**config.mk**
```make
export PLATFORM = sky130hd
export DESIGN_NAME = instr_word_assembler
export DESIGN_NICKNAME = d
export VERILOG_FILES = /design/src/rtl/instr_word_assembler.sv
export SDC_FILE = /design/constraint.sdc
export NUM_CORES = 1
export LEC_CHECK = 0
export CORE_ASPECT_RATIO = 2
export CORE_UTILIZATION = 39
export DETAILED_ROUTE_END_ITERATION = 8
export PLACE_DENSITY = 0.66
export SYNTH_ARGS = -nofsm -noshare
export SYNTH_HDL_FRONTEND = slang
export SYNTH_SLANG_ARGS = --single-unit
```
**constraint.sdc**
```tcl
create_clock -name clk -period 2.6 [get_ports clk]
set_input_delay 0.26 -clock clk [delete_from_list [all_inputs] [get_ports clk]]
set_output_delay 0.26 -clock clk [all_outputs]
set_load 0.03 [all_outputs]
```
**src/rtl/instr_word_assembler.sv**
```systemverilog
// Collects MSP430/MSP430X opcode, prefix and extension words into one bundle per
// instruction and queues finished bundles in a small FIFO ahead of the decoder.
module instr_word_assembler #(
    parameter int unsigned DEPTH     = 2,
    parameter int unsigned AW        = 16,
    parameter bit          PREFIX_EN = 1'b1
) (
    input  logic          clk,
    input  logic          rst,
    input  logic          flush,
    input  logic [15:0]   inWord,
    input  logic [AW-1:0] inAddr,
    input  logic          inValid,
    output logic          inReady,
    output logic          outValid,
    input  logic          outReady,
    output logic [15:0]   outOpcode,
    output logic [15:0]   outSrcExt,
    output logic [15:0]   outDstExt,
    output logic [15:0]   outPrefix,
    output logic          outHasPrefix,
    output logic [AW-1:0] outAddr,
    output logic [2:0]    outLen,
    output logic          outIllegal,
    output logic [3:0]    outSrcA,
    output logic [3:0]    outDstA,
    output logic [1:0]    outAs,
    output logic          outAd,
    output logic          outBW
);

    localparam int unsigned PW = (DEPTH > 1) ? $clog2(DEPTH) : 1;
    localparam int unsigned CW = $clog2(DEPTH + 1);

    typedef enum logic [1:0] {S_OP, S_OP_PFX, S_SRC, S_DST} state_t;

    typedef struct packed {
        logic [15:0]   opcode;
        logic [15:0]   src_ext;
        logic [15:0]   dst_ext;
        logic [15:0]   prefix;
        logic          has_prefix;
        logic [AW-1:0] addr;
        logic [2:0]    len;
        logic          illegal;
        logic [3:0]    src_a;
        logic [3:0]    dst_a;
        logic [1:0]    as_mode;
        logic          ad;
        logic          bw;
    } bundle_t;

    // Fills the decoded operand fields from the opcode; a prefix word reaching
    // here as an opcode is never a legal class, so it always decodes illegal.
    function automatic bundle_t decode(input bundle_t b);
        bundle_t d;
        logic    fmt1;
        logic    fmt2;
        d         = b;
        fmt1      = b.opcode[15:12] >= 4'd4;
        fmt2      = (b.opcode[15:10] == 6'b000100) && (b.opcode[9:7] != 3'b111);
        d.illegal = !(fmt1 || fmt2 || (b.opcode[15:13] == 3'b001));
        d.src_a   = fmt1 ? b.opcode[11:8] : (fmt2 ? b.opcode[3:0] : 4'd0);
        d.dst_a   = fmt1 ? b.opcode[3:0] : 4'd0;
        d.as_mode = (fmt1 || fmt2) ? b.opcode[5:4] : 2'd0;
        d.ad      = fmt1 && b.opcode[7];
        d.bw      = (fmt1 || fmt2) && b.opcode[6];
        return d;
    endfunction

    function automatic logic [PW-1:0] ptr_inc(input logic [PW-1:0] p);
        return (p == PW'(DEPTH - 1)) ? '0 : p + 1'b1;
    endfunction

    state_t        state;
    state_t        state_nx;
    logic [15:0]   op_reg;
    logic [15:0]   pfx_reg;
    logic [15:0]   src_reg;
    logic [AW-1:0] addr_reg;
    logic          has_pfx;
    logic          src_need;
    logic          dst_need;

    logic          w_fmt1;
    logic          w_fmt2;
    logic          w_pfx;
    logic          w_src;
    logic          w_dst;
    logic [3:0]    w_sreg;

    logic          accept;
    logic          pop;
    logic          push;
    bundle_t       raw;
    bundle_t       bundle;

    bundle_t       mem [DEPTH];
    logic [PW-1:0] wr_ptr;
    logic [PW-1:0] rd_ptr;
    logic [CW-1:0] count;
    bundle_t       head;

    assign inReady = !flush && (count < CW'(DEPTH));
    assign accept  = inValid && inReady;
    assign pop     = (count != '0) && outReady && !flush;

    always_comb begin
        w_fmt1 = inWord[15:12] >= 4'd4;
        w_fmt2 = (inWord[15:10] == 6'b000100) && (inWord[9:7] != 3'b111);
        w_pfx  = PREFIX_EN && (inWord[15:11] == 5'b00011);
        w_sreg = w_fmt1 ? inWord[11:8] : inWord[3:0];
        // RETI (opcode[9:7] = 110) carries no source operand
        w_src  = (w_fmt1 || (w_fmt2 && (inWord[9:7] != 3'b110))) &&
                 (((inWord[5:4] == 2'b01) && (w_sreg != 4'd3)) ||
                  ((inWord[5:4] == 2'b11) && (w_sreg == 4'd0)));
        w_dst  = w_fmt1 && inWord[7];
    end

    always_ff @(posedge clk) begin
        if (rst || flush) begin
            state <= S_OP;
        end else begin
            state <= state_nx;
        end
    end

    always_comb begin
        state_nx = state;
        if (accept) begin
            case (state)
                S_OP, S_OP_PFX: begin
                    if (w_pfx)      state_nx = (state == S_OP) ? S_OP_PFX : S_OP;
                    else if (w_src) state_nx = S_SRC;
                    else if (w_dst) state_nx = S_DST;
                    else            state_nx = S_OP;
                end
                S_SRC:   state_nx = dst_need ? S_DST : S_OP;
                default: state_nx = S_OP;
            endcase
        end
    end

    // Partial registers are all zero in S_OP, so one length formula serves every state.
    always_comb begin
        push           = 1'b0;
        raw            = '0;
        raw.opcode     = op_reg;
        raw.src_ext    = src_reg;
        raw.prefix     = pfx_reg;
        raw.has_prefix = has_pfx;
        raw.addr       = addr_reg;
        raw.len        = 3'd1 + {2'b00, has_pfx} + {2'b00, src_need} + {2'b00, dst_need};
        case (state)
            S_OP, S_OP_PFX: begin
                raw.opcode = inWord;
                if (state == S_OP) raw.addr = inAddr;
                push = accept && (w_pfx ? (state == S_OP_PFX) : (!w_src && !w_dst));
            end
            S_SRC: begin
                raw.src_ext = inWord;
                push        = accept && !dst_need;
            end
            default: begin
                raw.dst_ext = inWord;
                push        = accept;
            end
        endcase
        bundle = decode(raw);
    end

    always_ff @(posedge clk) begin
        if (rst || flush || push) begin
            op_reg   <= '0;
            pfx_reg  <= '0;
            src_reg  <= '0;
            addr_reg <= '0;
            has_pfx  <= 1'b0;
            src_need <= 1'b0;
            dst_need <= 1'b0;
        end else if (accept) begin
            case (state)
                S_OP, S_OP_PFX: begin
                    if (w_pfx) begin
                        pfx_reg  <= inWord;
                        has_pfx  <= 1'b1;
                        addr_reg <= inAddr;
                    end else begin
                        op_reg   <= inWord;
                        src_need <= w_src;
                        dst_need <= w_dst;
                        if (state == S_OP) addr_reg <= inAddr;
                    end
                end
                S_SRC:   src_reg <= inWord;
                default: ;
            endcase
        end
    end

    always_ff @(posedge clk) begin
        if (rst || flush) begin
            wr_ptr <= '0;
            rd_ptr <= '0;
            count  <= '0;
            mem    <= '{default: '0};
        end else begin
            if (push) begin
                mem[wr_ptr] <= bundle;
                wr_ptr      <= ptr_inc(wr_ptr);
            end
            if (pop) rd_ptr <= ptr_inc(rd_ptr);
            case ({push, pop})
                2'b10:   count <= count + 1'b1;
                2'b01:   count <= count - 1'b1;
                default: ;
            endcase
        end
    end

    assign head         = mem[rd_ptr];
    assign outValid     = (count != '0);
    assign outOpcode    = head.opcode;
    assign outSrcExt    = head.src_ext;
    assign outDstExt    = head.dst_ext;
    assign outPrefix    = head.prefix;
    assign outHasPrefix = head.has_prefix;
    assign outAddr      = head.addr;
    assign outLen       = head.len;
    assign outIllegal   = head.illegal;
    assign outSrcA      = head.src_a;
    assign outDstA      = head.dst_a;
    assign outAs        = head.as_mode;
    assign outAd        = head.ad;
    assign outBW        = head.bw;

endmodule

```
After elaboration in Yosys (flattened, before gate mapping):

Index checks and enable logic that the tools add are counted.

* logic and storage cells: 132
* input port bits: 37
* output and inout port bits: 99
* flip-flop bits (word level): 267

* add/sub/neg operators: 7
* equal/unequal tests: 14
* reductions and logical operators: 37
* muxes and demuxes: 28
* $lt $le $gt $ge: 6
* bitwise logic cells: 3

Operators by type and width (count)
* 97-bit two-way mux: 4
* 194-bit bitwise mux: 1
* 97-bit demux with 1-bit select: 1
* 16-bit two-way mux: 6
* 1-bit logical AND: 17
* 4-bit two-way mux: 4
* 6-bit by 3-bit == test with 1-bit output, second input constant: 2
* 2-bit two-way mux: 5
* 3-bit inequality test, second input constant: 3
* 4-bit by 3-bit greater-or-equal comparator with 1-bit output, second input constant: 2
* 2-bit case mux with 2 select lines: 2
* 2-bit by 1-bit == test with 1-bit output, second input constant: 3
* 2-bit == test, second input constant: 3
* 1-bit logical OR: 6
* 3-bit AND reduction: 2
* 5-bit by 2-bit == test with 1-bit output, second input constant: 1
* 1-bit zero test: 5
* 2-bit greater-or-equal comparator, second input constant: 2
* 4-bit zero test: 1
* 1-bit two-way mux: 4
* 4-bit by 2-bit inequality test with 1-bit output, second input constant: 1
* 1-bit NOT with 2-bit output: 2
* 2-bit nonzero test: 2
* 2-bit by 1-bit adder with 3-bit output: 1
* other kinds (14): 15

Logic depth before layout (Yosys ltp):

Gate-level depths: netlist of the first run.

* depth in word-level cells: 13
* mapped depth: 10
* depth with buffers taken out: 8

Worst setup path after synthesis of the first run:

OpenSTA, ideal clock, no wires.

* path type: in2reg
* start: in inWord[11]
* end: reg count[1]
* path buffers: 1
* stages: 8
* data required time: 2.530 ns
* arrival: 2.482 ns
* library setup time: 0.070 ns
* slack: 0.047 ns
* cells stage by stage: buf_2 > or2_1 > or4_4 > a311oi_4 > a211o_2 > ha_1 > or3_1 > a21oi_1

* cells in the longest elaborated chain, start to end: 12
* elaborated cells on any way between the ends: 21
* those cells by class: eq/ne: 5; mux: 4; reduce/logical: 12

RTL lines
* from (decl): RTL line 11 `input logic [15:0] inWord,`
* 4-bit two-way mux or 6-bit by 3-bit == test with 1-bit output (tied branches): RTL line 112, 110
* 4-bit by 2-bit inequality test with 1-bit output, or another cell as far along: RTL line 115 `(((inWord[5:4] == 2'b01) && (w_sreg != 4'd3)) ||`
* 1-bit logical AND (on tied branches): RTL line 115, 114, 116
* 1-bit logical OR (on tied branches): RTL line 115, 114
* 1-bit logical AND: RTL line 114 `w_src = (w_fmt1 || (w_fmt2 && (inWord[9:7] != 3'b110))) &&`
* 1-bit zero test: RTL line 158 `push = accept && (w_pfx ? (state == S_OP_PFX) : (!w_src && !w_dst));`
* 1-bit logical AND: RTL line 158
* 1-bit two-way mux *: RTL line 158
* 1-bit logical AND *: RTL line 158
* 1-bit case mux with 2 select lines *: RTL line 154 `case (state)`
* 2-bit by 1-bit == test with 1-bit output or 2-bit == test (tied branches): RTL line 213 `case ({push, pop})`
* 2-bit case mux with 2 select lines or 2-bit nonzero test (tied branches)
* to (signal assigned): RTL line 214 `2'b10: count <= count + 1'b1;`
* to (signal assigned): RTL line 215 `2'b01: count <= count - 1'b1;`
* to (decl): RTL line 101 `logic [CW-1:0] count;`

Mark *: on every way between the ends. The rest lies on a longest branch, timed or not.
A chain may end at the register's enable or synchronous reset.

Worst setup path in the final report of the first run:

* start: reg rd_ptr
* end: out outSrcA[3]

* cells in the longest elaborated chain, start to end: 4

RTL lines
* from (decl): RTL line 100 `logic [PW-1:0] rd_ptr;`
* from (signal assigned): RTL line 212 `if (pop) rd_ptr <= ptr_inc(rd_ptr);`
* 1-bit NOT with 2-bit output (not written as such): RTL line 221 `assign head = mem[rd_ptr];`
* 97-bit two-way mux (not written as such) (3 in series): RTL line 221
* to (decl): RTL line 25 `output logic [3:0] outSrcA,`

No other way between the ends. The select of a mux whose other input is x is not followed.

==> out/results.tsv, run 1 <==
metric	value	unit
Worst Skew	0.01461	ns
largest stage delay on the critical path	0.61	ns
unrepaired setup endpoints after global routing	no	
Tcrit/Tclk final	97.88	%
CP Capture Type	primary output	
initial antenna violation count	0	
maximum vdd drop	0.0006594	V
Crit path required time	2.34	ns
max frequency	393.0	MHz
WP depth	3	
Final Max Tran Viols	0	
reg2reg path depth	7	
MaxCap Viol Count	0	
Hold WC Path Type	input port to flop	
HPWL reported at the end of detailed placement	22150	um
area of the mapped netlist	11440	sq um
Top Ports	136	
Worst Path Buf+Inv	2	
clock root buffer	clkbuf_16	
worst setup path class	flop to primary output	
largest net degree at the start of global routing	76	
crit path capture	outSrcA[3]	
GRT overflow	0	
setup violators final	0	
post-synthesis xor/xnor area fraction	0.2297	%
n_diodes	0	
Post-DRT Antenna Nets	0	
commonest non-fill, non-tap cell in the layout	dfxtp_1	
final worst slack	0.05523	ns
DR vias	9234	
number of flip-flops in the largest register	194	
leakage power total	0.005067	uW
min cycle time layout	2.545	ns
asr flop ratio synth	0	%
Worst Tran Pin Value	0.6957	ns
Port Buffers	135	
Tot GR Track Use	21.02	%
Synth Register Bits	267	
most frequent cells in the layout	dfxtp_1 (266), nand2_1 (229), nor2_1 (137)	
post-layout util	49.95	%
DR pass1 iterations	4	
crit path from	rd_ptr	
initial core utilization	39.66	%
post-synthesis compound-gate area fraction	17.69	%
Cell variety after synth	49	
adder-cell share of the synthesized area	0.4374	%
Final nets	1437	
post-synthesis mux area share	14.62	%
largest family of logic cells by synthesized area	compound AO/OA/AOI/OAI gates	
Synth Warn #	0	
final hold violation count	0	
die area	30070	sq um
clk buf depth	3	
Die H	244.2	um
commonest register cell after synthesis	dfxtp_1	
first-pass GRT wire length	49180	um
synthesis-to-finish area growth	25.95	%
WL/cell	17.47	um
Via density	5.226	
Worst-path clk slew	0.06	ns
residual DRC count	0	
Num CTS Buffers	24	
crit path launch type	flop	
Largest Register	mem	
number of flops mapped to enable cells by yosys	0	
Total Routed Length	30880	um
H-tree depth reported by CTS	1	
reg2reg start	count[1]	
Slew headroom	53.41	%
Die X	123.1	um
Worst R2R Setup Slack	0.25	ns
cell family with most CP delay	buffers and inverters	
crit-path max FO	14	
Syn Nets	1301	
CTS tree	yes	
share of layout cells above drive strength 1	20.54	%
DRT iter0 DRCs	417	
Cell Pwr Density	585.0	nW/um^2
vias in the first global route	9130	
Avg Cell Area, Syn	9.080	sq um
synthesized instance count	1260	
GPL Wtd Cong	0.8995	
area of the core	28850	sq um
Synth Area in Simple Gates	15.57	%
Skew-Pair Late Insertion Delay	0.53	ns
sequential share of the synthesized area	46.72	%
Worst path slowest cell	clkdlybuf4s50_1	
dpl ws	-0.3037	ns
status	finished clean	
FP Rows	88	
hold buffers post-CTS	0	
Data arrival, critical path	2.28	ns
hold slack	0.3057	ns
r2r endpoint	mem[75]	
post-CTS repair timing setup buffer count	0	
total clock sinks	267	
CP cell instances	buf_4, mux2_2, clkdlybuf4s50_1	
## Yosys cell counts, types with 2 or more instances
cell / number / area share, %
a211oi_1: 53 / 3.5
a211oi_2: 50 / 5.5
a21oi_1: 100 / 4.4
a21oi_2: 10 / 0.77
a22oi_1: 3 / 0.20
a31oi_1: 2 / 0.11
and3_1: 2 / 0.11
buf_1: 3 / 0.098
buf_2: 18 / 0.79
buf_4: 5 / 0.33
buf_6: 8 / 0.79
clkbuf_1: 71 / 2.3
dfxtp_1: 267 / 47
ha_1: 4 / 0.44
inv_1: 12 / 0.39
mux2_2: 97 / 9.5
mux2i_1: 58 / 5.1
nand2_1: 230 / 7.5
nand2b_1: 2 / 0.11
nand3_1: 44 / 1.9
nor2_1: 139 / 4.6
nor2b_1: 4 / 0.22
nor3b_1: 2 / 0.13
o21ai_0: 37 / 1.6
o21ai_1: 3 / 0.13
o31ai_1: 6 / 0.39
or2_2: 5 / 0.27
or3_1: 3 / 0.16
xor2_1: 2 / 0.15
## cells by family (layout without fill, tap and decap cells)
group / Yosys count / in the layout
compound gates: 275 / 275
xor+xnor: 3 / 3
fa+ha+maj: 4 / 4
buf+inv: 117 / 264
flops: 267 / 267
mux: 155 / 155
simple gates: 439 / 439
## layout make-up
type	instances	area [sq um]
sequential	267	5349
multi-input combinational	876	5582
clock inverter	5	75.07
fill	2729	14440
tap	360	450.4
inverter	12	45.04
clock buffer	32	691.9
timing repair buffer	215	2217
## per-stage QoR
step / power, uW / instance area (sq um) / TNS (ns) / std cells
final: 8430 / 14410 / 0 / 1767
after global routing: 8734 / 14410 / 0 / 1767
after CTS: 8519 / 14400 / 0 / 1767
after detailed placement: 4982 / 13630 / -35.20 / 1730
after global placement: 4973 / 13630 / -25.99 / 1730
after floorplan: 4642 / 11440 / 0 / 1260
## routing by layer
metal  vias to the layer above  wire length [um]  part of all wire, %  track usage, %
li1                       4614                 -                    -               -
met1                      4384             11940                   39           23.40
met2                       171             16390                   53           38.60
met3                        65              1044                  3.4           2.332
met4                         0              1504                  4.9           10.24
met5                         -                 0                    0               0
## repair_timing
item	in CTS	in global routing
endpoints found under the hold margin	0	0
resized for setup	0	6
endpoints found under the setup margin	0	6
## worst min-delay path by stage
stage,from,to,slack [ns],cells after the start
floorplan,inWord[0],op_reg[0],0.39,2
global placement,pfx_reg[14],pfx_reg[14],0.43,2
detailed placement,pfx_reg[14],pfx_reg[14],0.44,2
CTS,inAddr[12],addr_reg[12],0.29,3
global route,inAddr[3],addr_reg[3],0.33,3
finish,inAddr[15],addr_reg[15],0.31,3
## worst min-delay path, stage by stage
cell             delay, ns
clkdlybuf4s50_1       0.42
nand2_1               0.06
a21oi_1               0.05
## report_power, final
group | switching (uW) | internal, uW | total (uW)
sequential | 22.4 | 4130 | 4150
clock | 1500 | 2040 | 3540
combinational | 451 | 287 | 738
Note: power is estimated with default switching activity, not from simulation.
==> run 2, diff against run 1 <==
Settings changed: REMOVE_ABC_BUFFERS set to 1.
==> out/results.tsv, run 2 (synthesis gave the netlist of run 1 again) <==
metric	value	unit
Crit path required time	2.34	ns
GRT overflow	0	
clock root buffer	clkbuf_16	
max frequency	393.1	MHz
crit path capture	outSrcExt[0]	
Final nets	1441	
Via density	5.203	
Worst Skew	0.01833	ns
crit-path max FO	56	
TNS Setup	0	ns
largest net degree at the start of global routing	57	
post-CTS repair timing setup buffer count	0	
post-layout util	50.18	%
Post-DRT Antenna Nets	0	
CTS tree	yes	
CP cell instances	buf_16, mux2_2, clkdlybuf4s50_1	
GPL Wtd Cong	0.8208	
final hold violation count	0	
n_diodes	0	
Net Sw Power	2043	uW
crit path launch type	flop	
clock network power share	42.4	%
vias in the first global route	9163	
Worst-path clk slew	0.07	ns
status	finished clean	
CP Capture Type	primary output	
most frequent cells in the layout	dfxtp_1 (266), nand2_1 (229), nor2_1 (137)	
maximum vdd drop	0.0004612	V
clk buf depth	3	
Largest Register	mem	
largest stage delay on the critical path	0.60	ns
DRT iter0 DRCs	512	
Final Max Tran Viols	0	
hold slack	0.3013	ns
WP depth	3	
worst setup path class	flop to primary output	
FILL cells	2716	
combinational share of power	8.7	%
share of layout cells above drive strength 1	21.16	%
switching share of power	24.08	%
initial antenna violation count	0	
min cycle time layout	2.544	ns
total internal power	6441	uW
synthesis-to-finish area growth	26.53	%
Worst R2R Setup Slack	0.24	ns
crit path from	rd_ptr	
commonest non-fill, non-tap cell in the layout	dfxtp_1	
reg2reg path depth	7	
area occupied by multi-input gates	5594	sq um
Port Buffers	135	
HPWL reported at the end of detailed placement	21060	um
first-pass GRT wire length	48230	um
leakage power total	0.004996	uW
DR vias	9251	
total clock sinks	267	
residual DRC count	0	
sequential group share of total power	48.9	%
unrepaired setup endpoints after global routing	no	
DR pass1 iterations	5	
Die H	244.2	um
Slew headroom	52.58	%
FP Rows	88	
Tot GR Track Use	20.40	%
Total Routed Length	30080	um
Hold WC Path Type	input port to flop	
Die X	123.1	um
setup violators final	0	
WL/cell	16.92	um
die area	30070	sq um
Worst Path Buf+Inv	2	
H-tree depth reported by CTS	1	
Num CTS Buffers	24	
Worst path slowest cell	clkdlybuf4s50_1	
cell area after layout	14480	sq um
number of flip-flops in the largest register	194	
Skew-Pair Late Insertion Delay	0.53	ns
register area	5349	sq um
area of the core	28850	sq um
r2r endpoint	mem[82]	
Cell Pwr Density	586.1	nW/um^2
Top Ports	136	
Data arrival, critical path	2.28	ns
MaxCap Viol Count	0	
initial core utilization	39.66	%
total power	8484	uW
reg2reg start	count[1]	
dpl cell area	13670	sq um
Tcrit/Tclk final	97.84	%
cell family with most CP delay	buffers and inverters	
Worst Tran Pin Value	0.7096	ns
## run 2: power groups by stage
stage	Sequential [uW]	Clock, uW	Combinational, uW
2_1_floorplan	4240	0	371
3_3_place_gp	4240	0	733
3_5_place_dp	4240	0	740
4_1_cts	4150	3670	743
5_1_grt	4150	3850	790
6_report	4150	3600	736
## run 2: routing by layer
layer | up-vias | GRT usage, % | wire, um
met2 | 182 | 38.28 | 16340
li1 | 4625 | - | -
met5 | - | 0 | 0
met1 | 4387 | 22.70 | 11680
met3 | 57 | 2.262 | 962
met4 | 0 | 8.186 | 1101
## run 2: cell type report
type / count / share of cell area, %
Tap cell: 360 / 3.111
Inverter: 12 / 0.3111
Clock inverter: 10 / 0.6137
Sequential cell: 267 / 36.95
Clock buffer: 34 / 4.901
Multi-Input combinational cell: 876 / 38.64
Timing Repair Buffer: 219 / 15.47
## run 2: tightest hold or removal path, stage by stage
cell and delay, ns:
clkdlybuf4s50_1 0.42, nand2_1 0.06, a21oi_1 0.05
## run 2: worst min path at each step
stage | startpoint | endpoint | slack, ns | depth (start not counted)
2_1_floorplan | inAddr[0] | addr_reg[0] | 0.40 | 2
3_3_place_gp | pfx_reg[13] | pfx_reg[13] | 0.43 | 2
3_5_place_dp | pfx_reg[15] | pfx_reg[15] | 0.43 | 2
4_1_cts | inAddr[13] | addr_reg[13] | 0.28 | 3
5_1_grt | inAddr[2] | addr_reg[2] | 0.33 | 3
6_report | inAddr[11] | addr_reg[11] | 0.30 | 3
## run 2: repair_timing
item                                   CTS  global route
endpoints found under the hold margin    0             0
hold buffers                             0             0
gates resized for setup                  0             1
setup endpoints to repair                0             1
## run 2: metrics by stage
stage	worst slack [ns]	instances
final	0.05628	1778
after global routing	0.007732	1778
after CTS	0.02432	1778
after detailed placement	-0.2620	1734
after global placement	-0.2487	1734
after floorplan	-8.475	1155
